[config.mk]
export PLATFORM = sky130hd
export DESIGN_NAME = axis_red_pitaya_adc_nch
export DESIGN_NICKNAME = d
export VERILOG_FILES = /design/src/rtl/adc_nch_pkg.sv /design/src/rtl/adc_nch_boxcar.sv /design/src/rtl/axis_red_pitaya_adc_nch.sv
export SDC_FILE = /design/constraint.sdc
export NUM_CORES = 1
export LEC_CHECK = 0
export BUFFER_PORTS_ARGS = -buffer_cell sky130_fd_sc_hd__buf_2
export CORE_UTILIZATION = 30
export CTS_BUF_LIST = sky130_fd_sc_hd__clkbuf_4
export DETAILED_ROUTE_END_ITERATION = 7
export PLACE_DENSITY = 0.51
export SETUP_SLACK_MARGIN = 0.05
export SYNTH_ARGS = -nofsm -noshare
export SYNTH_HDL_FRONTEND = slang
export SYNTH_SLANG_ARGS = --single-unit
[constraint.sdc]
create_clock -name aclk -period 4.4 [get_ports aclk]
set_input_delay 0.22 -clock aclk [delete_from_list [all_inputs] [get_ports aclk]]
set_output_delay 0.22 -clock aclk [all_outputs]
set_load 0.01 [all_outputs]
[src/rtl/adc_nch_pkg.sv]
// Shared types and helpers for the N-channel ADC AXI-Stream front end.
package adc_nch_pkg;

  localparam int unsigned DROP_CNT_W = 16;
  localparam int unsigned ACC_W_MAX  = 32;

  // Container wide enough for any per-channel accumulator word.
  typedef logic signed [ACC_W_MAX-1:0] acc_word_t;

  function automatic int unsigned acc_w(input int unsigned adc_w,
                                        input int unsigned max_dec_log2);
    return adc_w + max_dec_log2;
  endfunction

  // Keep the MSB, invert the rest, then sign-extend from bit w-1.
  function automatic acc_word_t ob2tc(input logic [31:0] raw, input int unsigned w);
    logic [31:0] flipped;
    flipped = raw ^ ((32'd1 << (w - 1)) - 32'd1);
    return acc_word_t'(flipped << (32 - w)) >>> (32 - w);
  endfunction

endpackage

[src/rtl/adc_nch_boxcar.sv]
// One ADC channel: stage-1 conversion register plus boxcar accumulator and 2^k shift.
module adc_nch_boxcar
  import adc_nch_pkg::*;
#(
  parameter int unsigned ADC_W        = 14,
  parameter int unsigned SAMPLE_W     = 16,
  parameter int unsigned MAX_DEC_LOG2 = 8,
  parameter int unsigned KW           = 4
) (
  input  logic                clk,
  input  logic                rst,
  input  logic [ADC_W-1:0]    raw,
  input  logic [ADC_W-1:0]    pattern,
  input  logic                pattern_sel,
  input  logic                clear,
  input  logic                step,
  input  logic                last,
  input  logic [KW-1:0]       k,
  output logic [SAMPLE_W-1:0] result
);

  localparam int unsigned AccW = acc_w(ADC_W, MAX_DEC_LOG2);

  logic signed [AccW-1:0] conv_d, conv_q, acc_q, sum, avg;

  always_comb begin
    conv_d = AccW'(ob2tc(32'(raw), ADC_W));
    if (pattern_sel) conv_d = AccW'(signed'(pattern));
  end

  // The average of ADC_W-bit samples always fits back into ADC_W bits.
  always_comb begin
    sum    = acc_q + conv_q;
    avg    = sum >>> k;
    result = SAMPLE_W'(signed'(ADC_W'(avg)));
  end

  always_ff @(posedge clk) begin
    if (rst) begin
      conv_q <= '0;
      acc_q  <= '0;
    end else begin
      conv_q <= conv_d;
      if (clear) begin
        acc_q <= '0;
      end else if (step) begin
        acc_q <= last ? '0 : sum;
      end
    end
  end

endmodule

[src/rtl/axis_red_pitaya_adc_nch.sv]
// N-channel ADC to AXI-Stream front end with 2^k boxcar decimation and overrun accounting.
// Optional ramp generator enabled by defining AXIS_ADC_TEST_PATTERN_EN.
module axis_red_pitaya_adc_nch
  import adc_nch_pkg::*;
#(
  parameter int unsigned NCH          = 4,
  parameter int unsigned ADC_W        = 14,
  parameter int unsigned SAMPLE_W     = 16,
  parameter int unsigned MAX_DEC_LOG2 = 8,
  localparam int unsigned KW          = $clog2(MAX_DEC_LOG2 + 1)
) (
  input  logic                    aclk,
  input  logic                    areset,
  input  logic [NCH*ADC_W-1:0]    adc_dat_raw,
  input  logic                    cfg_enable,
  input  logic [KW-1:0]           cfg_dec_log2,
  input  logic                    cfg_test_pattern,
  input  logic                    m_axis_tready,
  output logic                    m_axis_tvalid,
  output logic [NCH*SAMPLE_W-1:0] m_axis_tdata,
  output logic                    sts_overrun,
  output logic [DROP_CNT_W-1:0]   sts_drop_cnt
);

  localparam int unsigned   CntW = (MAX_DEC_LOG2 > 0) ? MAX_DEC_LOG2 : 1;
  localparam logic [KW-1:0] KMax = KW'(MAX_DEC_LOG2);

  logic                    s1_vld_q;
  logic [KW-1:0]           k_q, k_eff;
  logic [CntW-1:0]         cnt_q;
  logic                    dec_change, clear, step, blk_last, res_valid, load, drop;
  logic [NCH*SAMPLE_W-1:0] results;
  logic [ADC_W-1:0]        ramp_q;
  logic                    pattern_sel;

`ifdef AXIS_ADC_TEST_PATTERN_EN
  always_ff @(posedge aclk) begin
    if (areset || !cfg_enable) begin
      ramp_q <= '0;
    end else begin
      ramp_q <= ramp_q + ADC_W'(1);
    end
  end
  assign pattern_sel = cfg_test_pattern;
`else
  logic unused_test_pattern;
  assign unused_test_pattern = cfg_test_pattern;
  assign ramp_q              = '0;
  assign pattern_sel         = 1'b0;
`endif

  always_comb begin
    k_eff      = (cfg_dec_log2 > KMax) ? KMax : cfg_dec_log2;
    dec_change = (k_eff != k_q);
    clear      = !cfg_enable || dec_change;
    step       = cfg_enable && s1_vld_q && !dec_change;
    blk_last   = (32'(cnt_q) == ((32'd1 << k_q) - 32'd1));
    res_valid  = step && blk_last;
    load       = res_valid && (!m_axis_tvalid || m_axis_tready);
    drop       = res_valid && m_axis_tvalid && !m_axis_tready;
  end

  for (genvar c = 0; c < NCH; c++) begin : g_ch
    adc_nch_boxcar #(
      .ADC_W       (ADC_W),
      .SAMPLE_W    (SAMPLE_W),
      .MAX_DEC_LOG2(MAX_DEC_LOG2),
      .KW          (KW)
    ) u_boxcar (
      .clk        (aclk),
      .rst        (areset),
      .raw        (adc_dat_raw[c*ADC_W +: ADC_W]),
      .pattern    (ramp_q + ADC_W'(c)),
      .pattern_sel(pattern_sel),
      .clear      (clear),
      .step       (step),
      .last       (blk_last),
      .k          (k_q),
      .result     (results[c*SAMPLE_W +: SAMPLE_W])
    );
  end

  always_ff @(posedge aclk) begin
    if (areset) begin
      s1_vld_q <= 1'b0;
      k_q      <= '0;
      cnt_q    <= '0;
    end else begin
      s1_vld_q <= cfg_enable;
      k_q      <= k_eff;
      if (clear) begin
        cnt_q <= '0;
      end else if (step) begin
        cnt_q <= blk_last ? '0 : cnt_q + CntW'(1);
      end
    end
  end

  // A result arriving while the output is stalled is lost; only the counters record it.
  always_ff @(posedge aclk) begin
    if (areset) begin
      m_axis_tvalid <= 1'b0;
      m_axis_tdata  <= '0;
      sts_overrun   <= 1'b0;
      sts_drop_cnt  <= '0;
    end else begin
      if (load) begin
        m_axis_tvalid <= 1'b1;
        m_axis_tdata  <= results;
      end else if (m_axis_tready) begin
        m_axis_tvalid <= 1'b0;
      end
      if (drop) begin
        sts_overrun <= 1'b1;
        if (sts_drop_cnt != '1) sts_drop_cnt <= sts_drop_cnt + DROP_CNT_W'(1);
      end
    end
  end

endmodule
# Yosys cells after proc, flatten, opt, wreduce, memory -nomap -nowiden
# Index checks and enable logic that the tools add are counted.
[op_classes] addsub=7 mul=0 n_div=0 order_cmp=1 n_eq_ne=3 n_shift=5 mux=8 bitwise_logic=4 n_reduce_logical=15
[ops] operator="$add 22x14->22" n=4
[ops] operator="$mux 22" n=4
[ops] operator="$sshr 22x4->14" n=4
[ops] operator="$not 13->13" n=4
[ops] operator="$eq 8x32->1" n=1
[ops] operator="$shl 1x4->32 const A" n=1
[ops] operator="$sub 32x1->32 const B" n=1
[ops] operator="$add 16x1->16 const B" n=1
[ops] operator="$ne 16x16->1 const B" n=1
[ops] operator="$add 8x1->8 const B" n=1
[ops] operator="$mux 8" n=1
[ops] operator="$logic_and 1x1->1" n=6
[ops] operator="$gt 4x4->1 const B" n=1
[ops] operator="$logic_not 1->1" n=4
[ops] operator="$mux 4" n=1
[ops] operator="$ne 4x4->1" n=1
[ops] operator="$logic_or 1x1->1" n=2
[ops] operator="$mux 1" n=2
[ops] operator="$reduce_and 2->1" n=1
[ops] operator="$reduce_bool 2->1" n=1
[ops] operator="$reduce_or 2->1" n=1
[totals] reg_bits=237 latchBits=0 mem_bits_rw=0 rom_bits=0 in_bits=65 output_inout_bits=82 word_cells=58 n_memories=0

# Depth between registers and ports, before layout
[logic_depth] depth_word=9 depth_mapped=19 mapped_depth_nobuf=14

# By module
# From an unflattened synthesis, not the netlist that was laid out.
[unflattened] hier_cells=2224 area_unflattened_um2=17897.2
[modules_own_cells] mod="adc_nch_boxcar (g_ch[1].u_boxcar ...)" instances=3 cells_each=438 area_per_inst_um2=3409.5 seq_area_each_um2=720.7
[modules_own_cells] mod="axis_red_pitaya_adc_nch" instances=1 cells_each=454 area_per_inst_um2=4222.8 seq_area_each_um2=1901.8
[modules_own_cells] mod="adc_nch_boxcar (g_ch[0].u_boxcar)" instances=1 cells_each=456 area_per_inst_um2=3445.8 seq_area_each_um2=720.7

# Worst setup path before layout
# OpenSTA, ideal clock, no wires.
[synth_timing] path_type="register to register" startpoint="register k_q[2]" endpoint="register sts_drop_cnt[7]" setup_time_ns=0.070 arrival_ns=3.908 t_required_ns=4.330 slack_ns=0.422 stages_incl_launch_ff=17 path_buffers=5 synth_period_minus_slack_ns=3.978 path_cell_list="dfxtp_1 buf_4 inv_2 clkbuf_1 buf_1 clkbuf_1 nor3_1 ha_1 nand3b_1 a211oi_2 o21ai_0 a2111o_1 buf_2 nor4b_4 nand4_4 or3_1 a21oi_1"
[synth_between] elab_chain_cells=7 elab_cells_between_ends=10 classes_between="1 x add/sub; 2 x eq/ne; 1 x shift; 6 x reduce/logical"
[synth_rtl] element="start: declaration" line="axis_red_pitaya_adc_nch.sv:29" text="logic [KW-1:0] k_q, k_eff;"
[synth_rtl] element="start signal: assignment" line="axis_red_pitaya_adc_nch.sv:90" text="k_q <= k_eff;"
[synth_rtl] element="$shl 1x4->32 or $ne 4x4->1 (tied branches)" line="axis_red_pitaya_adc_nch.sv:57, axis_red_pitaya_adc_nch.sv:54"
[synth_rtl] element="$sub 32x1->32 or $logic_not 1->1 (tied branches)" line="axis_red_pitaya_adc_nch.sv:57, axis_red_pitaya_adc_nch.sv:56"
[synth_rtl] element="$eq 8x32->1 or $logic_and 1x1->1 (tied branches)" line="axis_red_pitaya_adc_nch.sv:57, axis_red_pitaya_adc_nch.sv:56"
[synth_rtl] element="$logic_and 1x1->1 *" line="axis_red_pitaya_adc_nch.sv:58" text="res_valid = step && blk_last;"
[synth_rtl] element="$logic_and 1x1->1 * (2 in a row)" line="axis_red_pitaya_adc_nch.sv:60" text="drop = res_valid && m_axis_tvalid && !m_axis_tready;"
[synth_rtl] element="$reduce_and 2->1 (no source line) *"
[synth_rtl] element="end signal: assignment" line="axis_red_pitaya_adc_nch.sv:115" text="if (sts_drop_cnt != '1) sts_drop_cnt <= sts_drop_cnt + DROP_CNT_W'(1);"
[synth_rtl] element="end: declaration" line="axis_red_pitaya_adc_nch.sv:22" text="output logic [DROP_CNT_W-1:0] sts_drop_cnt"
# Mark *: on every way between the ends. The rest lies on a longest branch, timed or not.
# A chain may end at the register's enable or synchronous reset.

# Worst setup path after layout
[layout_timing] startpoint="register k_q[0]" endpoint="register m_axis_tdata[15]"
[layout_between] elab_chain_cells=5 elab_cells_between_ends=9 classes_between="1 x add/sub; 2 x eq/ne; 2 x shift; 4 x reduce/logical"
[layout_rtl] element="$shl 1x4->32 or $ne 4x4->1 (tied branches)" line="axis_red_pitaya_adc_nch.sv:57, axis_red_pitaya_adc_nch.sv:54"
[layout_rtl] element="$sub 32x1->32 or $logic_not 1->1 (tied branches)" line="axis_red_pitaya_adc_nch.sv:57, axis_red_pitaya_adc_nch.sv:56"
[layout_rtl] element="$eq 8x32->1 or $logic_and 1x1->1 (tied branches)" line="axis_red_pitaya_adc_nch.sv:57, axis_red_pitaya_adc_nch.sv:56"
[layout_rtl] element="$logic_and 1x1->1" line="axis_red_pitaya_adc_nch.sv:58"
[layout_rtl] element="$logic_and 1x1->1" line="axis_red_pitaya_adc_nch.sv:59" text="load = res_valid && (!m_axis_tvalid || m_axis_tready);"
[layout_rtl] element="end signal: assignment" line="axis_red_pitaya_adc_nch.sv:109" text="m_axis_tdata <= results;"
[layout_rtl] element="end: declaration" line="axis_red_pitaya_adc_nch.sv:20" text="output logic [NCH*SAMPLE_W-1:0] m_axis_tdata,"
# Parallel ways exist; a longest one is shown, timed or not.

==> results.md <==
- Status: finished, final reports clean
- First-pass GRT wire length: slightly below 90000 um
- End of the worst register-to-register path: m_axis_tdata[15]
- EDFF count, synth: 0
- # IOs: ~150
- Max rail drop VDD: ~0.13 mV
- R2R Setup Slk: between 0.1 and 0.15 ns
- Unrepaired setup endpoints after global routing: true
- Cell Area, Placed: 17100 um2
- Cells after DPL: approximately 2700
- Mapped Cells: 2015
- Global route overflow: 0
- Die height: 231 um
- Die area: approximately 53000 um2
- Initial antenna violation count: 2
- Worst path cell trace: inv_2 -> nor2_1 -> buf_4 -> nand2_1 -> ha_1 -> o31a_1 -> o32ai_1 -> a31oi_1 -> or3_1 -> nor3_2 -> a32oi_1 -> a31oi_1
- Final setup viols: 0
- FFs w/ async S/R, synth: 0%
- Fmax: around 240 MHz
- Global Route met1 Usage: a little over a quarter
- CP endpoint: m_axis_tdata[15]
- Via density: 5.44
- Synth warnings: 0
- CTS clk-pin slew, worst paths: around 0.070 ns
- Mapped Nets: between 2000 and 2500
- Slew HR: 10.6%
- Clk_skew: between 0.06 and 0.07 ns
- Data arrival, critical path: approximately 5.0 ns
- Mapped cell area: around 16000 um2
- Static leakage: between 7 and 8 nW
- CTS Buf Count: 70
- Clock Latency Late Sink: between 0.8 and 0.9 ns
- Post-layout instance count excluding filler cells: a little under 3000
- First-pass DRT Iterations: 7
- Initial core utilization: about 31%
- Worst Setup SP: k_q[0]
- Iter 0 DRT Violations: about 1200
- CP Class: flip-flop to flip-flop
- Power Dens Cells: 261 nW/um2
- IO buf count: about 150
- Register area share after synthesis: 29.3%
- H-Tree Depth: 3
- Post-route cell area: around 19000 um2
- Routability cong.: approximately 0.87
- Fin nets: ~2400
- Largest net degree at the start of global routing: 62
- Clock sinks: about 230
- Crit. End Element: flip-flop
- Core Area: 51600 um2
- HP Class: input port to flip-flop
- Met3 usage: under 10%
- HPWL after DPL: just under 40000 um
- CP peak stage delay: about 1.1 ns
- Worst-Margin Slew: around 1.3 ns
- CTS max path bufs: 3
- WP data required: approximately 5 ns
- Netlist cell types: 85
- Final ANT Viol Nets: 0
- Max-slew violation count: 0
- Wire length per cell: 18.8 um
- Vias in the first global route: around 16000
- Area Overhead vs Synth: 19.9%
- CP most frequent cell: a31oi_1
- Root buffer cell: clkbuf_4
- Via count: 16100
- Synth Area per Inst: approximately 7.8 um2
- Critical-path top delay cell: nor3_2
- Grt peak-use layer: met2
- Tcrit/Tclk final: a little over nine tenths
- DRC Markers: 0
- Die span in x: 231 um
- Main synth FF type: dfxtp_1
- # rows: between 80 and 90
- GRT met2 Usage: around a third
- RR Startpoint: k_q[0]
- Worst setup SP type: flip-flop
- Share of layout cells above drive strength 1: 16.2%
- Crit path max fanout: 19
- GR Util All Layers: approximately 20%
- Yosys reg bits: approximately 230
- TritonCTS clock tree: built
- Minimum clock period: between 4 and 5 ns
- Worst r2r path cells: 12
- Max-capacitance violation count: 0
- Hold Violations, Final: 0
- DRT Wirelength: 55600 um
==> cell usage in the layout (no fill, tap or decap), types with 36 or more instances in the layout <==
| cell type | netlist | layout |
|---|---|---|
| a211oi_1 | 36 | 36 |
| a21o_1 | 37 | 37 |
| a21oi_1 | 221 | 221 |
| buf_2 | 9 | 144 |
| buf_4 | 11 | 50 |
| clkbuf_4 | 0 | 98 |
| dfxtp_1 | 231 | 228 |
| dlygate4sd3_1 | 0 | 88 |
| ha_1 | 88 | 88 |
| inv_1 | 37 | 37 |
| mux2i_1 | 65 | 65 |
| nand2_1 | 201 | 201 |
| nand3_1 | 106 | 105 |
| nor2_1 | 204 | 204 |
| nor3_1 | 49 | 47 |
| o21ai_0 | 92 | 92 |
| xnor2_1 | 52 | 52 |
| xor2_1 | 44 | 44 |
==> layer usage <==
metal / wire, um / up-vias
met2: 24700 / 486
met3: 3400 / 105
met1: 25900 / 7637
met5: 0 / -
met4: 1620 / 0
li1: - / 7826
==> timing repair <==
item                                    4_1_cts  5_1_grt
endpoints found under the setup margin        0       15
resized for setup                             0        1
endpoints found under the hold margin        67        0
buffers inserted                              0        3
hold buffers                                 88        0
==> cell families (layout without fill, tap and decap cells) <==
logic type	count (synthesis)	in the layout	share of synthesized area [%]
adders and majority gates	92	92	7.49
AOI/OAI and AO/OA	606	606	24.7
and+or+nand+nor	708	709	21.1
buffers and inverters	183	439	4.74
other	0	1	0
DFF	231	231	29.3
muxes	99	99	7.34
xor gates and xnor gates	96	96	5.33
==> how the worst min path moves through the flow <==
stage,end,slack [ns],startpoint,cells past startpoint
2_1_floorplan,g_ch[0].u_boxcar.conv_q[12],0.29,adc_dat_raw[12],1
3_3_place_gp,g_ch[1].u_boxcar.conv_q[12],0.37,adc_dat_raw[26],2
3_5_place_dp,g_ch[0].u_boxcar.conv_q[7],0.38,adc_dat_raw[7],2
4_1_cts,g_ch[1].u_boxcar.conv_q[4],0.05,adc_dat_raw[18],3
5_1_grt,g_ch[1].u_boxcar.conv_q[4],0.11,adc_dat_raw[18],3
6_report,g_ch[1].u_boxcar.conv_q[4],0.12,adc_dat_raw[18],3
==> area by class of cell <==
| type | count | area, um2 |
|---|---|---|
| Antenna cell | 1 | 2.50 |
| Sequential cell | 231 | 4630 |
| Multi-Input combinational cell | 1602 | 10400 |
| Inverter | 40 | 151 |
| Fill cell | 5446 | 32700 |
| Tap cell | 680 | 851 |
| Clock inverter | 19 | 106 |
| Clock buffer | 98 | 736 |
| Timing Repair Buffer | 282 | 1980 |
==> critical path: cells and delay by family (launching register included) <==
family | cells | cell delay, ns
buffers and inverters | 2 | 0.23
DFF | 1 | 0.51
AOI/OAI and AO/OA | 5 | 1.23
adders and majority gates | 1 | 0.43
and+or+nand+nor | 4 | 1.79
==> metrics by stage <==
stage          utilization, %  worst slack (ns)  hold slack [ns]  power (W)  setup TNS (ns)
2_1_floorplan               -             0.422            0.287    0.00262               0
3_3_place_gp             33.2             0.370            0.375    0.00282               0
3_5_place_dp             33.2             0.303            0.379    0.00282               0
4_1_cts                  36.5             0.302           0.0523    0.00501               0
5_1_grt                  36.6          -0.00647            0.110    0.00519        -0.00998
6_report                 36.6             0.145            0.125    0.00493               0
==> sequential cells by signal (all words and copies together) (netlist names) <==
register	count
k_q	4
g_ch.u_boxcar.conv_q	56
s1_vld_q	1
g_ch.u_boxcar.acc_q	88
m_axis_tdata	56
sts_drop_cnt	16
m_axis_tvalid	1
sts_overrun	1
cnt_q	8
==> power breakdown <==
part	switching, W	internal, W
Sequential	0.0000218	0.00212
Clock	0.00101	0.00108
Combinational	0.000421	0.000278
Total	0.00145	0.00348
==> Yosys cell counts (all sizes together) (11+ instances only) <==
| cell type | number | area share (%) |
|---|---|---|
| a211o | 11 | 0.61 |
| a211oi | 37 | 1.8 |
| a21o | 37 | 1.8 |
| a21oi | 221 | 7.0 |
| a221oi | 11 | 0.61 |
| a22oi | 23 | 1.1 |
| a31oi | 18 | 0.71 |
| and2 | 17 | 0.67 |
| and3 | 14 | 0.56 |
| buf | 48 | 1.5 |
| clkbuf | 95 | 2.3 |
| dfxtp | 231 | 29 |
| ha | 88 | 7.0 |
| inv | 40 | 0.95 |
| mux2 | 23 | 1.6 |
| mux2i | 65 | 4.1 |
| mux4 | 11 | 1.6 |
| nand2 | 201 | 4.8 |
| nand2b | 19 | 0.75 |
| nand3 | 107 | 3.4 |
| nand4 | 21 | 0.93 |
| nor2 | 206 | 5.0 |
| nor3 | 52 | 1.7 |
| o211ai | 23 | 1.1 |
| o21a | 13 | 0.62 |
| o21ai | 95 | 3.0 |
| o22ai | 14 | 0.56 |
| or3 | 18 | 0.71 |
| xnor2 | 52 | 2.9 |
| xor2 | 44 | 2.4 |
Power figures use the tool's default switching activity.
